**config.mk**
```make
export PLATFORM = sky130hd
export DESIGN_NAME = checker_arqui_multi
export DESIGN_NICKNAME = d
export VERILOG_FILES = /design/src/rtl/checker_arqui_multi.sv
export SDC_FILE = /design/constraint.sdc
export NUM_CORES = 1
export LEC_CHECK = 0
export ABC_CLOCK_PERIOD_IN_PS = 3170
export CAP_MARGIN = 20
export CELL_PAD_IN_SITES_DETAIL_PLACEMENT = 1
export CELL_PAD_IN_SITES_GLOBAL_PLACEMENT = 2
export CORE_MARGIN = 2
export CORE_UTILIZATION = 28
export CTS_CLUSTER_DIAMETER = 200
export DETAILED_ROUTE_END_ITERATION = 8
export PLACE_DENSITY = 0.77
export SLEW_MARGIN = 10
export SYNTH_ARGS = -nofsm -noshare
export SYNTH_HDL_FRONTEND = slang
export SYNTH_SLANG_ARGS = --single-unit
```
**constraint.sdc**
```tcl
create_clock -name clk -period 3.17 [get_ports clk]
set_input_delay 0.4755 -clock clk [delete_from_list [all_inputs] [get_ports clk]]
set_output_delay 0.4755 -clock clk [all_outputs]
set_load 0.02 [all_outputs]
```
**src/rtl/checker_arqui_multi.sv**
```systemverilog
// Clocked multi-channel checker: behavioural vs structural outputs.
// Tracks per-cycle result, sticky flags, a saturating count and the first failure.
module checker_arqui_multi #(
    parameter int NUM_CH        = 5,
    parameter int WIDTH         = 4,
    parameter int SETTLE_CYCLES = 2,
    parameter int CNT_W         = 16,
    parameter int TIME_W        = 32,
    localparam int CH_W         = (NUM_CH > 1) ? $clog2(NUM_CH) : 1
) (
    input  logic                    clk,
    input  logic                    reset,
    input  logic                    check_en,
    input  logic [NUM_CH-1:0]       ch_mask,
    input  logic                    clear_err,
    input  logic [NUM_CH*WIDTH-1:0] data_c,
    input  logic [NUM_CH*WIDTH-1:0] data_e,
    output logic                    checks_ok,
    output logic                    err_sticky,
    output logic [NUM_CH-1:0]       err_mask,
    output logic [CNT_W-1:0]        err_count,
    output logic [CH_W-1:0]         first_ch,
    output logic [TIME_W-1:0]       first_time,
    output logic [1:0]              state
);

    typedef enum logic [1:0] {
        ST_IDLE  = 2'd0,
        ST_ARM   = 2'd1,
        ST_CHECK = 2'd2,
        ST_FAIL  = 2'd3
    } state_t;

    localparam logic [7:0]        SETTLE_L = 8'(SETTLE_CYCLES);
    localparam logic [TIME_W-1:0] T_ONE    = 1;
    localparam logic [CNT_W-1:0]  C_ONE    = 1;

    state_t              state_q, state_d;
    logic [7:0]          settle_q, settle_d;
    logic [TIME_W-1:0]   cyc_q, cyc_d;
    logic                checks_ok_q, checks_ok_d;
    logic                err_sticky_q, err_sticky_d;
    logic [NUM_CH-1:0]   err_mask_q, err_mask_d;
    logic [CNT_W-1:0]    err_count_q, err_count_d;
    logic [CH_W-1:0]     first_ch_q, first_ch_d;
    logic [TIME_W-1:0]   first_time_q, first_time_d;

    logic [NUM_CH-1:0]   neq;
    logic                any_neq;
    logic [CH_W-1:0]     low_idx;
    logic                first_hit;

    // Case inequality so X/Z on either side is reported as a mismatch.
    always_comb begin
        neq = '0;
        for (int i = 0; i < NUM_CH; i++) begin
            neq[i] = ch_mask[i] &
                     (data_c[i*WIDTH +: WIDTH] !== data_e[i*WIDTH +: WIDTH]);
        end
    end

    assign any_neq = |neq;

    always_comb begin
        low_idx = '0;
        for (int i = NUM_CH - 1; i >= 0; i--) begin
            if (neq[i]) low_idx = CH_W'(i);
        end
    end

    always_comb begin
        state_d      = state_q;
        settle_d     = settle_q;
        cyc_d        = cyc_q + T_ONE;
        checks_ok_d  = 1'b1;
        err_sticky_d = err_sticky_q;
        err_mask_d   = err_mask_q;
        err_count_d  = err_count_q;
        first_ch_d   = first_ch_q;
        first_time_d = first_time_q;
        first_hit    = 1'b0;

        unique case (state_q)
            ST_IDLE: begin
                if (check_en) begin
                    state_d  = ST_ARM;
                    settle_d = SETTLE_L;
                end
            end
            ST_ARM: begin
                if (!check_en) begin
                    state_d = ST_IDLE;
                end else begin
                    if (settle_q <= 8'd1) state_d = ST_CHECK;
                    if (settle_q != 8'd0) settle_d = settle_q - 8'd1;
                end
            end
            ST_CHECK, ST_FAIL: begin
                if (!check_en) begin
                    state_d = ST_IDLE;
                end else begin
                    checks_ok_d = !any_neq;
                    if (clear_err) begin
                        state_d = ST_CHECK;
                    end else if (any_neq) begin
                        err_mask_d = err_mask_q | neq;
                        if (err_count_q != '1) begin
                            err_count_d = err_count_q + C_ONE;
                        end
                        if (state_q == ST_CHECK) begin
                            first_hit    = 1'b1;
                            state_d      = ST_FAIL;
                            err_sticky_d = 1'b1;
                            first_ch_d   = low_idx;
                            first_time_d = cyc_q;
                        end
                    end
                end
            end
        endcase

        // Clear wins over any same-cycle mismatch; the count survives.
        if (clear_err) begin
            err_sticky_d = 1'b0;
            err_mask_d   = '0;
            first_ch_d   = '0;
            first_time_d = '0;
        end
    end

    always_ff @(posedge clk) begin
        if (reset) begin
            state_q      <= ST_IDLE;
            settle_q     <= '0;
            cyc_q        <= '0;
            checks_ok_q  <= 1'b1;
            err_sticky_q <= 1'b0;
            err_mask_q   <= '0;
            err_count_q  <= '0;
            first_ch_q   <= '0;
            first_time_q <= '0;
        end else begin
            state_q      <= state_d;
            settle_q     <= settle_d;
            cyc_q        <= cyc_d;
            checks_ok_q  <= checks_ok_d;
            err_sticky_q <= err_sticky_d;
            err_mask_q   <= err_mask_d;
            err_count_q  <= err_count_d;
            first_ch_q   <= first_ch_d;
            first_time_q <= first_time_d;
`ifndef SYNTHESIS
            if (first_hit) begin
                $display("%0t checker_arqui_multi: first mismatch ch=%0d c=%h e=%h",
                         $time, low_idx,
                         data_c[low_idx*WIDTH +: WIDTH],
                         data_e[low_idx*WIDTH +: WIDTH]);
            end
`endif
        end
    end

    assign checks_ok  = checks_ok_q;
    assign err_sticky = err_sticky_q;
    assign err_mask   = err_mask_q;
    assign err_count  = err_count_q;
    assign first_ch   = first_ch_q;
    assign first_time = first_time_q;
    assign state      = state_q;

endmodule

```
==> Flow_metrics.wiki <==
{| class="wikitable"
! Metric !! Value
|-
| Cell Rows || 45
|-
| Outcome || completed
|-
| Horizontal die dimension || 128 um
|-
| Min Tclk post-route || 2.67 ns
|-
| Portion of total power attributed to combinational logic || 8.8%
|-
| Layout Area Growth over Synthesis || 37.3%
|-
| Post-CTS setup repair buffer count || 0
|-
| Start point of the critical path || data_e[5]
|-
| Post-cts repair resize count || 0
|-
| Proportion of synthesized flip-flops having asynchronous set or reset || 0%
|-
| Die height || 128 um
|-
| Antenna diode count || 0
|-
| Setup repair after global routing missed its margin || no
|-
| Total negative setup slack || 0 ns
|-
| IO Port Bufs || 108
|-
| Internal Power || 2.05 mW
|-
| I/O pin count || 109
|-
| Share of layout cells above drive strength 1 || 5.32%
|-
| Startpoint of the most critical register-to-register path || settle_q[3]
|-
| Later-pin clock latency in the skew report || 0.35 ns
|-
| Pin count of the biggest net entering global routing || 56
|-
| Min-delay worst type || reg -> reg
|-
| Half-perimeter wire length after placement || 8960 um
|-
| Maximum operating frequency || 374 MHz
|-
| DR vias/cell || 4.94
|-
| Kind of start point of the critical path || input pin
|-
| CTS tree || yes
|-
| Path type of the worst setup path || in -> reg
|-
| Detailed route wirelength on metal3 || 621 um
|-
| Met2 Wirelength || 5680 um
|-
| Critical register-to-register path endpoint || state[0]
|-
| Finish-stage setup viols || 0
|-
| Number of distinct library cell variants in the gate-level netlist after synthesis || 47
|-
| Count of nets left with antenna violations after detail routing || 0
|-
| Top cells by instance count after synthesis || dfxtp_1, nand2_1, a21oi_1
|-
| Transition at the pin with the smallest max-transition slack || 0.831 ns
|-
| Top Layer Used || met4
|-
| Post-synth EDFFs || 0
|-
| Area of the mapped netlist || 0.00433 mm2
|-
| Clock tree buffer depth || 2
|-
| Maximum VDD drop || 0.000246 V
|-
| Net switching power of the design || 0.636 mW
|-
| Global-route wire length before repair || 20200 um
|-
| Core area || 0.0151 mm2
|-
| DRC violation total after the first TritonRoute iteration || 182
|-
| Register bit total from synthesis || 100
|-
| Total CTS buffers || 9
|-
| Placer's final routability congestion estimate || 0.738
|-
| Max-cap check violation count || 0
|-
| Switching fraction of total power || 23.6%
|-
| Arr. time, crit path || 2.87 ns
|-
| H-tree depth reported by CTS || 3
|-
| Mean instance size in the synthesized netlist || 8.48 um2
|-
| Overall overflow remaining after global route || 0
|-
| Flop2flop setup slack || 0.84 ns
|-
| Power per Cell Area || 452 mW/mm2
|-
| Register share of total power || 47.9%
|-
| Clock tree root buffer cell || clkbuf_16
|-
| Clock transition at path regs || 0.07 ns
|-
| Sink count of the clock tree || 100
|-
| Post-detailed-route DRC marker count || 0
|-
| Critical-path maximum fanout || 20
|-
| Share of Yosys cell area claimed by the top area cell type || 46.2%
|-
| Worst relative slew slack || 44.6%
|-
| Drt wl/cell || 15.2 um
|-
| Hold_buf cts || 0
|-
| Final worst-path cycle share || 84.3%
|-
| Yosys warning total || 0
|-
| Leakage power total || 1.94 nW
|-
| Starting density of the core || 28.6%
|-
| Register-to-Register Path Depth || 4
|-
| Number of nets in the finished design || 668
|-
| End point of the critical path || first_ch[0]
|-
| Final Non-Filler Cells || 808
|-
| Main flop type after synthesis || dfxtp_1
|-
| Cell taking the most area after synthesis || dfxtp_1
|-
| Final slew viol count || 0
|-
| Antenna violations before repair || 0
|-
| Synthesized Nets || 564
|-
| Final number of hold-violating endpoints || 0
|-
| Sequential share of the synthesized area || 46.2%
|-
| Overall die area || 0.0165 mm2
|-
| Metal-1 WL || 5780 um
|-
| Gate count of the mapped netlist || 511
|-
| Critical Path Sink Type || flop
|-
| Aggregate routed wire length || 12300 um
|-
| Via count of the first global-routing pass || 4151
|-
| DR pass1 iterations || 4
|-
| Via count || 3993
|-
| Total track usage || 15.3%
|-
| Top cells by area, synth || dfxtp_1, xor2_1, a21oi_1, nand2_1, nor2_1
|-
| Required time worst endpoint || 3.37 ns
|-
| Most common cell in the netlist || dfxtp_1
|-
| Instance count after placement with tap cells included || 792
|-
| Clock network fraction of total power || 43.3%
|-
| Worst Clk Skew || 0.00775 ns
|}
## how the worst min path moves through the flow
| stage | startpoint | end | slack [ns] | cells after the start |
|---|---|---|---|---|
| finish | first_time[19] | first_time[19] | 0.46 | 2 |
| global route | first_time[8] | first_time[8] | 0.48 | 2 |
| CTS | first_time[19] | first_time[19] | 0.46 | 2 |
| detailed placement | first_time[23] | first_time[23] | 0.45 | 2 |
| global placement | first_time[17] | first_time[17] | 0.44 | 2 |
| floorplan | cyc_q[31] | first_time[31] | 0.44 | 2 |
## critical path: stages
cell	delay, ns
clkdlybuf4s50_1	0.45
xor2_1	0.18
o41a_1	0.46
or4_1	0.53
buf_4	0.20
o21ai_4	0.20
buf_12	0.18
or3_1	0.13
a21oi_1	0.06
## state kept, by name (all words and copies together), names as in the netlist
name / cells
cyc_q: 32
first_ch: 3
checks_ok: 1
err_sticky: 1
err_mask: 5
first_time: 32
err_count: 16
state: 2
settle_q: 8
## area by class of cell
| type | count | area (um2) |
|---|---|---|
| repair buffers | 115 | 1180 |
| clock inverters | 5 | 63.8 |
| fillers | 1750 | 9200 |
| inverters | 7 | 26.3 |
| clock buffers | 11 | 253 |
| well taps | 188 | 235 |
| multi-input cells | 382 | 2190 |
| flip-flops and latches | 100 | 2000 |
## placed cells by master (no fill, tap or decap), types with 5 or more instances in the layout
cell type        synthesis  layout
or3_1                   19      19
nand2_1                 85      85
o41a_1                   5       5
and4_1                   5       5
clkdlybuf4s50_1          0     107
a21oi_1                 65      65
o21ai_0                 17      17
or4_1                    6       6
nand3_1                 17      17
dfxtp_1                100     100
xnor2_1                  8       8
nor2_1                  50      50
nor3_1                   6       6
nand4_1                 10      10
xor2_1                  40      40
clkbuf_16                0       9
inv_1                    7       7
nor2b_1                  5       5
## stage by stage
step	utilization (%)	total power, mW	hold WS (ns)	cell area [um2]	worst slack [ns]
floorplan	-	1.44	0.437	4330	0.778
global placement	37.2	1.55	0.443	5630	0.133
detailed placement	37.2	1.56	0.449	5630	0.101
CTS	39.3	2.74	0.459	5950	0.467
global route	39.3	2.81	0.480	5950	0.368
finish	39.3	2.69	0.460	5950	0.496
## cell families after synthesis
group | count (synthesis) | share of synthesized area [%]
AOI/OAI and AO/OA | 109 | 15.1
xor gates and xnor gates | 48 | 9.71
adders and majority gates | 4 | 1.16
buffers and inverters | 29 | 3.24
DFF | 100 | 46.2
muxes | 3 | 0.780
and+or+nand+nor | 218 | 23.8
## power groups by stage
stage / Combinational, mW / Clock (mW) / Sequential [mW]
finish: 0.236 / 1.17 / 1.29
global placement: 0.229 / 0 / 1.32
CTS: 0.239 / 1.21 / 1.29
detailed placement: 0.238 / 0 / 1.32
floorplan: 0.126 / 0 / 1.32
global route: 0.262 / 1.25 / 1.29
## metal layers
layer,vias up,track usage (%)
met1,1908,19.0
met4,0,6.21
li1,1982,-
met2,88,26.3
met5,-,0
met3,15,2.66
Power figures use the tool's default switching activity.
